--- config.mk ---
export PLATFORM = sky130hd
export DESIGN_NAME = byte_serial_adder_ctrl
export DESIGN_NICKNAME = d
export VERILOG_FILES = /design/src/rtl/arith_pkg.sv /design/src/rtl/byte_add_slice.sv /design/src/rtl/byte_serial_adder_ctrl.sv
export SDC_FILE = /design/constraint.sdc
export NUM_CORES = 1
export LEC_CHECK = 0
export BUFFER_PORTS_ARGS = -buffer_cell sky130_fd_sc_hd__buf_2
export CORE_MARGIN = 2
export CORE_UTILIZATION = 53
export CTS_BUF_LIST = sky130_fd_sc_hd__clkbuf_4
export DETAILED_ROUTE_END_ITERATION = 10
export GPL_TIMING_DRIVEN = 0
export PLACE_DENSITY = 0.89
export SLEW_MARGIN = 10
export SYNTH_ARGS = -nofsm -noshare
export SYNTH_HDL_FRONTEND = slang
export SYNTH_HIERARCHICAL = 1
export SYNTH_SLANG_ARGS = --single-unit
--- constraint.sdc ---
create_clock -name clock -period 3.6 [get_ports clock]
set_input_delay 0 -clock clock [delete_from_list [all_inputs] [get_ports clock]]
set_output_delay 0 -clock clock [all_outputs]
set_load 0.01 [all_outputs]
--- src/rtl/arith_pkg.sv ---
// Shared types and helpers for the multicycle arithmetic units.
package arith_pkg;

  typedef enum logic [1:0] {IDLE, RUN, DONE} state_e;

  localparam int SLICE_W = 8;

  // Counter width for n slices; never below one bit so a 1-slice unit still has an idx flop.
  function automatic int clog2(input int n);
    int w;
    w = 0;
    while ((1 << w) < n) w++;
    return (w < 1) ? 1 : w;
  endfunction

endpackage

--- src/rtl/byte_add_slice.sv ---
// Combinational 8-bit adder slice; also exposes the carry into the top bit.
module byte_add_slice
  import arith_pkg::*;
(
  input  logic [SLICE_W-1:0] a,
  input  logic [SLICE_W-1:0] b,
  input  logic               cin,
  output logic [SLICE_W-1:0] sum,
  output logic               cout,
  output logic               c7
);

  logic [SLICE_W:0]   full;
  logic [SLICE_W-1:0] low;

  assign full = {1'b0, a} + {1'b0, b} + {{SLICE_W{1'b0}}, cin};
  assign low  = {1'b0, a[SLICE_W-2:0]} + {1'b0, b[SLICE_W-2:0]} + {{(SLICE_W-1){1'b0}}, cin};

  assign sum  = full[SLICE_W-1:0];
  assign cout = full[SLICE_W];
  assign c7   = low[SLICE_W-1];

endmodule

--- src/rtl/byte_serial_adder_ctrl.sv ---
// WIDTH-bit add/subtract sequenced LSB-first over one shared 8-bit slice.
module byte_serial_adder_ctrl
  import arith_pkg::*;
#(
  parameter int N_BYTES = 4
) (
  input  logic                   clock,
  input  logic                   reset,
  input  logic                   start,
  input  logic                   ctrl_sub,
  input  logic [8*N_BYTES-1:0]   data_operandA,
  input  logic [8*N_BYTES-1:0]   data_operandB,
  output logic                   busy,
  output logic                   done,
  output logic [8*N_BYTES-1:0]   data_result,
  output logic                   cout,
  output logic                   overflow
);

  localparam int WIDTH = SLICE_W * N_BYTES;
  localparam int IDX_W = clog2(N_BYTES);
  localparam logic [IDX_W-1:0] LAST_IDX = IDX_W'(N_BYTES - 1);

  state_e             state_q, state_d;
  logic [IDX_W-1:0]   idx_q, idx_d;
  logic [WIDTH-1:0]   opa_q, opa_d;
  logic [WIDTH-1:0]   opb_q, opb_d;
  logic [WIDTH-1:0]   acc_q, acc_d;
  logic               carry_q, carry_d;
  logic [WIDTH-1:0]   result_q, result_d;
  logic               cout_q, cout_d;
  logic               ovf_q, ovf_d;
  logic               busy_q, busy_d;
  logic               done_q, done_d;

  logic               accept;
  logic               last;
  logic [SLICE_W-1:0] sl_a, sl_b, sl_sum;
  logic               sl_cout, sl_c7;

  assign accept = start && (state_q != RUN);
  assign last   = (idx_q == LAST_IDX);
  assign sl_a   = opa_q[idx_q*SLICE_W +: SLICE_W];
  assign sl_b   = opb_q[idx_q*SLICE_W +: SLICE_W];

  byte_add_slice u_slice (
    .a    (sl_a),
    .b    (sl_b),
    .cin  (carry_q),
    .sum  (sl_sum),
    .cout (sl_cout),
    .c7   (sl_c7)
  );

  always_ff @(posedge clock or posedge reset) begin
    if (reset) begin
      state_q  <= IDLE;
      idx_q    <= '0;
      opa_q    <= '0;
      opb_q    <= '0;
      acc_q    <= '0;
      carry_q  <= 1'b0;
      result_q <= '0;
      cout_q   <= 1'b0;
      ovf_q    <= 1'b0;
      busy_q   <= 1'b0;
      done_q   <= 1'b0;
    end else begin
      state_q  <= state_d;
      idx_q    <= idx_d;
      opa_q    <= opa_d;
      opb_q    <= opb_d;
      acc_q    <= acc_d;
      carry_q  <= carry_d;
      result_q <= result_d;
      cout_q   <= cout_d;
      ovf_q    <= ovf_d;
      busy_q   <= busy_d;
      done_q   <= done_d;
    end
  end

  always_comb begin
    state_d = state_q;
    case (state_q)
      IDLE:    if (start) state_d = RUN;
      RUN:     if (last)  state_d = DONE;
      DONE:    state_d = start ? RUN : IDLE;
      default: state_d = IDLE;
    endcase
  end

  // Subtract is A + ~B + 1: the +1 rides in as the initial carry.
  always_comb begin
    idx_d    = idx_q;
    opa_d    = opa_q;
    opb_d    = opb_q;
    acc_d    = acc_q;
    carry_d  = carry_q;
    result_d = result_q;
    cout_d   = cout_q;
    ovf_d    = ovf_q;
    if (accept) begin
      opa_d   = data_operandA;
      opb_d   = ctrl_sub ? ~data_operandB : data_operandB;
      carry_d = ctrl_sub;
      idx_d   = '0;
      acc_d   = '0;
    end else if (state_q == RUN) begin
      acc_d[idx_q*SLICE_W +: SLICE_W] = sl_sum;
      carry_d = sl_cout;
      idx_d   = last ? '0 : idx_q + 1'b1;
      if (last) begin
        result_d = acc_d;
        cout_d   = sl_cout;
        ovf_d    = sl_c7 ^ sl_cout;
      end
    end
  end

  always_comb begin
    busy_d = (state_d == RUN);
    done_d = (state_d == DONE);
  end

  assign busy        = busy_q;
  assign done        = done_q;
  assign data_result = result_q;
  assign cout        = cout_q;
  assign overflow    = ovf_q;

endmodule

* Word level (Yosys, flattened, before mapping) *
Cells that the tools add are included.

word-level totals
  bits in registers = 137
  word-level logic and storage cells = 47

cells by class
  add/subtract/negate cells = 6
  equal/unequal tests = 6
  shift operators = 4
  muxes and demuxes = 13
  bitwise logic cells = 3
  reductions and logical operators = 4

operators by type and width
  cell                       number
  $mux W32                   3
  $shiftx A32 B6 Y8          2
  $neg A5 Y34                1
  $shift A8 B34 Y32 const A  1
  $shiftx A8 B34 Y32         1
  $bwmux W32                 1
  $not A32 Y32               1
  $mux W2                    5
  $add A8 B8 Y9              1
  $add A9 B1 Y9              1
  $add A7 B7 Y8              1
  $add A8 B1 Y8              1
  $eq A2 B2 Y1 const B       3
  $pmux W2 S3                1
  $eq A2 B1 Y1 const B       2
  $mux W1                    3
  $reduce_and A3 Y1          1
  $add A2 B1 Y2 const B      1
  $logic_not A2 Y1           1
  $ne A2 B1 Y1 const B       1
  $reduce_bool A2 Y1         1
  $logic_and A1 B1 Y1        1
  $not A1 Y1                 1
  $xor A1 B1 Y1              1

* Longest topological paths before layout *
Gate-level depths: netlist (run 1).

  word-level depth = 7
  mapped depth = 11
  gate-level depth less buffers = 8

* Modules after synthesis *
The synthesis (run 1) kept the hierarchy.

modules (own cells, without submodules)
  module                  instances  cells an instance  area an instance (um2)
  byte_serial_adder_ctrl  1          489                5,904.4
  byte_add_slice          1          44                 364.1

* Worst setup path before layout (run 1) *
OpenSTA, ideal clock, no wires.

  kind = reg-to-reg
  from = register idx_q[0]
  to = register acc_q[22]
  arrival time = 3.160 ns
  required time = 3.535 ns
  setup slack = 0.375 ns
  stages on the path, launching flop included = 12
  path buffers = 3
  path through = dfrtp_1 buf_4 buf_4 mux4_2 fa_1 fa_1 a21oi_1 o21a_1 xnor2_1 buf_1 and4_1 a21o_1

on the way
  word-level cells in the longest chain between the ends = 7
  elaborated cells on any way between the ends = 10
  classes of those cells = 3 x add/sub; 4 x shift; 3 x mux

ends and longest elaborated chain
  what                    RTL line                       text
  start, declared         byte_serial_adder_ctrl.sv:25   logic [IDX_W-1:0] idx_q, idx_d;
  start signal, assigned  byte_serial_adder_ctrl.sv:70   idx_q <= idx_d;
  $shiftx A32 B6 Y8       byte_serial_adder_ctrl.sv:44   assign sl_b = opb_q[idx_q*SLICE_W +: SLICE_W];
  named net sl_b[0]       byte_serial_adder_ctrl.sv:38   logic [SLICE_W-1:0] sl_a, sl_b, sl_sum;
  $add A8 B8 Y9           byte_add_slice.sv:16           assign full = {1'b0, a} + {1'b0, b} + {{SLICE_W{1'b0}}, cin};
  $add A9 B1 Y9           byte_add_slice.sv:16
  named net sl_sum[6]     byte_serial_adder_ctrl.sv:38
  $shiftx A8 B34 Y32      byte_serial_adder_ctrl.sv:110  acc_d[idx_q*SLICE_W +: SLICE_W] = sl_sum;
  $bwmux W32              byte_serial_adder_ctrl.sv:110
  $mux W32                byte_serial_adder_ctrl.sv:109  end else if (state_q == RUN) begin
  $mux W32                byte_serial_adder_ctrl.sv:103  if (accept) begin
  end signal, assigned    byte_serial_adder_ctrl.sv:61   acc_q <= '0;
  end signal, assigned    byte_serial_adder_ctrl.sv:73   acc_q <= acc_d;
  end, declared           byte_serial_adder_ctrl.sv:28   logic [WIDTH-1:0] acc_q, acc_d;

The timed path passes the listed nets, and every way through them passes these cells. The select of a mux whose other input is x is not followed.
A chain may end at the register's enable or synchronous reset.

* Final worst setup path (run 1) *
  from = register idx_q[0]
  to = register ovf_q (netlist: overflow)

on the way
  word-level cells in the longest chain between the ends = 4
  elaborated cells on any way between the ends = 9
  classes of those cells = 4 x add/sub; 1 x eq/ne; 2 x shift; 1 x bitwise; 1 x reduce/logical

ends and longest elaborated chain
  what                  RTL line                       text
  $shiftx A32 B6 Y8     byte_serial_adder_ctrl.sv:44
  named net sl_b[0]     byte_serial_adder_ctrl.sv:38
  $add A8 B8 Y9         byte_add_slice.sv:16
  $add A9 B1 Y9         byte_add_slice.sv:16
  named net sl_cout     byte_serial_adder_ctrl.sv:39   logic sl_cout, sl_c7;
  $xor A1 B1 Y1         byte_serial_adder_ctrl.sv:116  ovf_d = sl_c7 ^ sl_cout;
  end signal, assigned  byte_serial_adder_ctrl.sv:77   ovf_q <= ovf_d;
  end, declared         byte_serial_adder_ctrl.sv:32   logic ovf_q, ovf_d;

The timed path passes the listed nets, and every way through them passes these cells.

==> results of run 1 <==
-- kinds of logic after synthesis --
| logic type | synth area share, % |
|---|---|
| buf+inv | 4.69 |
| fa+ha+maj | 3.03 |
| mux | 12.3 |
| simple gates | 7.41 |
| compound gates | 15.9 |
| xor+xnor | 5.17 |
| flops | 51.5 |
-- path summary, 6_finish.rpt --
| kind | from | endpoint | slack, ns |
|---|---|---|---|
| setup / recovery | idx_q[0] | overflow | 0.11 |
| max in group asynchronous | reset | idx_q[0] | 2.79 |
| hold / removal | reset | done | 0.05 |
| hold reg to reg | data_result[31] | data_result[31] | 0.49 |
| setup reg to reg | idx_q[0] | overflow | 0.11 |
| min in group clock | ctrl_sub | opb_q[23] | 0.21 |
-- flip-flops by register name, indices dropped and copies added, names as in the netlist --
name         count
done             1
busy             1
carry_q          1
state_q          2
opa_q           32
overflow         1
data_result     32
idx_q            2
cout             1
opb_q           32
acc_q           24
-- metrics by stage --
step           worst slack [ns]  hold WS (ns)  setup TNS (ns)
3_5_place_dp             -0.181        0.0504          -0.705
4_1_cts                  0.0586        0.0208               0
6_report                  0.110        0.0528               0
3_3_place_gp             -0.935         0.218         -119.79
5_1_grt                 0.00684        0.0721               0
2_1_floorplan             0.159         0.135               0
-- layout by cell type (no fill, tap or decap), drive strengths merged, types with 16 or more instances in the layout --
master	instances
xnor2	35
a21oi	31
clkbuf	31
a22o	26
nor2	27
dfrtp	129
mux2	33
buf	138
dlygate4sd3	73
o21ai	67
mux4	16
-- final cells by class --
type	instances	area share (%)
Inverter	12	0.627
Buffer	48	3.31
Tap cell	143	2.24
Clock inverter	10	1.22
Antenna cell	3	0.0941
Multi-Input combinational cell	344	34.4
Timing Repair Buffer	176	15.9
Clock buffer	18	1.69
Sequential cell	129	40.5
-- worst max-delay path, stage by stage, from the launching register on --
cell	delay (ns)
dfrtp_2	0.44
buf_8	0.19
buf_6	0.19
mux4_2	0.58
fa_1	0.45
fa_1	0.41
a21oi_1	0.20
o21a_1	0.19
o21ai_0	0.24
xnor2_1	0.36
a21oi_1	0.12
-- where the power goes --
group,internal (mW),switching (mW)
clock network,0.392,0.505
logic,1.96,2.89
registers,2.09,0.353
-- timing repair --
item | CTS | global route
endpoints found under the setup margin | 10 | 6
setup buffers | 0 | 1
hold endpoints to repair | 195 | 0
hold buffers | 73 | 0
gates resized for setup | 3 | 3
-- routing by layer --
| layer | vias up | GRT usage (%) |
|---|---|---|
| li1 | 2333 | - |
| met1 | 2550 | 34.1 |
| met2 | 276 | 46.3 |
| met3 | 47 | 6.27 |
| met4 | 0 | 13.5 |
| met5 | - | 0 |
==> results.py, run 1 <==
metrics = {
    "drt": {
        "drc": 0,
        "dr_wl_met3_um": 1240,
        "topRoutingLayerUsed": "met4",
        "drt_wl_total_um": 16900,
        "firstDrtPassIters": 5,
        "via_per_inst": 5.90,
        "antenna_left": 0,
        "wl_per_cell_um": 19.2,
        "vias": 5206,
        "wl_met2_um": 8510,
        "drt-met1-wl_um": 6530,
        "drt-initial-drc-count": 391,
    },
    "floorplanning": {
        "coreArea_mm2": 0.0115,
        "ios": 104,
        "initial_utilization_pct": 54.7,
        "fp.dieArea_mm2": 0.0127,
        "rows": 39,
        "die_w_um": 113,
        "fp.dieH_um": 113,
    },
    "synth": {
        "syn-num-nets": 615,
        "synth_edf_count": 0,
        "ys_top_cells_by_area": "dfrtp_1 (51%), mux4_2 (5.7%), mux2_2 (5.6%)",
        "synth_cells": 533,
        "synth.most_common_cell": "dfrtp_1",
        "ys_top_cells_by_count": "dfrtp_1 (129), o21ai_0 (66), xnor2_1 (35)",
        "ys_ff_latch": 129,
        "ys_types": 51,
        "synth-async-reset-ratio_pct": 100,
        "synth_top_area_cell": "dfrtp_1",
        "synthFlopType": "dfrtp_1",
        "yosys_warnings": 6,
        "syn_area_mm2": 0.00627,
        "syn_area_per_cell_um2": 11.8,
        "synth_top_cell_area_share_pct": 51.5,
        "synth.yosys.seq_area_share_pct": 51.5,
    },
    "setup_path": {
        "reg2regPathDepth": 10,
        "crit_required_ns": 4.00,
        "cp.arrival_ns": 3.89,
        "critPathMaxFanout": 10,
        "critPathKind": "flop to flop",
        "startpoint_type": "flop",
        "endpoint_kind": "flop",
    },
    "timing": {
        "rsz0062_at_grt": "false",
        "worst_clock_skew_ns": 0.0178,
        "finalCritPeriodShare_pct": 96.9,
        "tightest_slew_ns": 0.647,
        "max_slew_margin_pct": 55.6,
        "hold_viol_final": 0,
        "max_freq_mhz": 287,
        "setup_viol": 0,
        "maxSlewViolCount": 0,
        "final.min_clock_period_ns": 3.49,
    },
    "clocking": {
        "cts_buffer_depth": 2,
        "ctsRootBufferMaster": "clkbuf_4",
        "cts_max_level": 4,
        "cts_tree": "done",
        "clk_latency_ns": 0.51,
        "numCtsBuffers": 17,
        "clk_pin_slew_worst_paths_ns": 0.11,
        "cts_sinks": 129,
    },
    "finish": {
        "area_delta_synth_final_pct": 27.3,
        "nNetsFinal": 810,
        "multiInputGateArea_mm2": 0.00275,
        "design_area_mm2": 0.00798,
        "drive_gt1_share_pct": 29.4,
        "nFillCells": 777,
        "final_cells": 883,
        "final_util_pct": 69.6,
        "regArea_mm2": 0.00323,
    },
    "power": {
        "p_leak_nw": 3.59,
        "power_mw": 8.19,
        "ir_worst_vdd_uv": 769,
        "power_per_cell_area_mw_per_mm2": 1030,
    },
    "place": {
        "dp.cells": 778,
        "hpwlAfterDp_um": 10800,
        "place.port_buffers": 101,
        "post_dp_cell_area_mm2": 0.00699,
        "gp_congestion": 0.875,
    },
    "job": {
        "drv_cap": 0,
    },
    "grt": {
        "grt_pass1_vias": 5449,
        "grt_pass1_wl_um": 27500,
        "grt_use_total_pct": 27.7,
        "antenna_found_initial": 2,
        "grt_max_degree": 86,
        "grt_remaining_overflow": 0,
    },
    "hold_path": {
        "hp-class": "primary input to async pin",
    },
    "outcome": {
        "status": "complete, no violations",
    },
}
No activity file was read; power rests on OpenSTA's default activity.
==> inputs of run 2 (changes only) <==
--- a/config.mk
+++ b/config.mk
@@ -14,2 +14,3 @@
 export PLACE_DENSITY = 0.89
+export REMOVE_ABC_BUFFERS = 1
 export SLEW_MARGIN = 10
==> constraint.sdc (replaced) <==
create_clock -name clock -period 3.6 [get_ports clock]
set_input_delay 0.72 -clock clock [delete_from_list [all_inputs] [get_ports clock]]
set_output_delay 0.72 -clock clock [all_outputs]
set_load 0.05 [all_outputs]
==> run 2 against run 1 <==
Core utilization is 7.1 points lower. Final area is 10% lower. Sequential share of layout area is 4.7 points higher. First-iteration DRC count is 25% lower. Cell count is 13% lower. Clock skew hardly changed. Maximum frequency is 2.8% higher. Flip-flop and latch count stayed put. Clock-buffer cell count is 1 lower. Register-to-register slack better by 0.096 ns. Worst hold slack better by 0.17 ns. Critical path type unchanged. Largest cell class unchanged. Highest routed layer unchanged.
==> results.py, run 2 (synthesis gave the netlist of run 1 again) <==
metrics = {
    "timing": {
        "max_freq_mhz": 295,
        "worst_clock_skew_ns": 0.0178,
        "tightest_slew_ns": 1.08,
        "final.min_clock_period_ns": 3.39,
        "maxSlewViolCount": 0,
        "finalCritPeriodShare_pct": 94.3,
        "max_slew_margin_pct": 27.6,
        "setup_viol": 0,
        "rsz0062_at_grt": "false",
        "hold_viol_final": 0,
        "setup_tns_ns": 0,
    },
    "place": {
        "dp.cells": 732,
        "post_dp_cell_area_mm2": 0.00675,
        "hpwlAfterDp_um": 9240,
        "gp_congestion": 0.805,
        "place.port_buffers": 103,
    },
    "floorplanning": {
        "coreArea_mm2": 0.0115,
        "fp.dieArea_mm2": 0.0127,
        "ios": 104,
        "die_w_um": 113,
        "fp.dieH_um": 113,
        "rows": 39,
        "initial_utilization_pct": 54.7,
    },
    "clocking": {
        "cts_sinks": 129,
        "ctsHoldBuffers": 0,
        "clk_pin_slew_worst_paths_ns": 0.12,
        "ctsRootBufferMaster": "clkbuf_4",
        "cts_buffer_depth": 2,
        "numCtsBuffers": 17,
        "cts_max_level": 4,
        "clk_latency_ns": 0.56,
        "cts_tree": "done",
    },
    "drt": {
        "drt_wl_total_um": 13900,
        "vias": 4531,
        "antenna_left": 0,
        "drc": 0,
        "drt-initial-drc-count": 293,
        "via_per_inst": 5.91,
        "firstDrtPassIters": 5,
        "wl_per_cell_um": 18.1,
    },
    "finish": {
        "final_common_cell": "dfrtp_1",
        "nFillCells": 914,
        "final_cells": 767,
        "design_area_mm2": 0.00716,
        "diodes": 0,
        "nNetsFinal": 693,
        "area_delta_synth_final_pct": 14.3,
        "drive_gt1_share_pct": 32.4,
        "final_cell_mix": "dfrtp_1 (127), buf_2 (103), o21ai_0 (66), xnor2_1 (34), mux2_2 (31)",
    },
    "setup_path": {
        "r2r_setup_slack_ns": 0.21,
        "reg2regPathDepth": 6,
        "r2r_start": "idx_q[0]",
        "endpoint_kind": "flop",
        "crit_required_ns": 4.08,
        "critPathKind": "flop to flop",
        "critPathMaxFanout": 13,
        "cp.arrival_ns": 3.87,
        "startpoint_type": "flop",
        "r2r-end": "data_result[18]",
    },
    "grt": {
        "grt_remaining_overflow": 0,
        "grt_pass1_vias": 4556,
        "antenna_found_initial": 0,
        "grt_pass1_wl_um": 22700,
        "grt_use_total_pct": 22.9,
        "grt_max_degree": 69,
    },
    "hold_path": {
        "hp-class": "primary input to async pin",
    },
    "job": {
        "drv_cap": 0,
    },
    "outcome": {
        "status": "complete, no violations",
    },
}
## run 2: repair_timing
action	4_1_cts	5_1_grt
buffers inserted	0	3
gates cloned	0	0
setup endpoints to repair	13	10
gates resized for setup	2	2
pin swaps	0	1
## run 2: area by class of cell
cell class,instances,area (µm²),share of cell area [%]
multi-input combinational,344,2770,38.7
timing repair buffer,107,586,8.17
clock buffer,17,128,1.78
sequential,129,3230,45.1
clock inverter,15,215,3.00
tap,143,179,2.50
inverter,12,50.0,0.699
## run 2: stage by stage
stage                     worst slack [ns]  util, %  hold WS, ns
after floorplan                     -0.561        -        0.450
after global placement               -1.63     58.5        0.465
after detailed placement            -0.298     58.9        0.476
after CTS                           0.0117     62.0        0.216
after global routing                0.0620     62.5        0.224
final                                0.206     62.5        0.227
## run 2: critical path: stages, from the launching register on
cell     delay (ns)
dfrtp_4        0.65
mux4_2         0.59
fa_1           0.48
fa_1           0.41
xor2_1         0.75
a32oi_1        0.24
a21oi_1        0.20
## run 2: worst max path at each step
stage	startpoint	to	slack (ns)	cells after the start
6_report	idx_q[0]	data_result[18]	0.21	6
5_1_grt	idx_q[0]	data_result[18]	0.06	6
4_1_cts	idx_q[1]	data_result[22]	0.01	8
3_5_place_dp	idx_q[0]	data_result[20]	-0.30	8
3_3_place_gp	reset	opb_q[20]	-1.63	2
2_1_floorplan	reset	acc_q[0]	-0.56	1
## run 2: layer usage
metal,global-route usage [%],share of wire (%),up-vias
met5,0,0,-
met4,7.40,1.5,0
met3,5.62,6.3,23
met2,37.8,50,179
met1,30.2,43,2251
li1,-,-,2078
Power of run 2 is not shown: default switching activity piles up to over one toggle a cycle in this logic, so the estimate is an artifact.
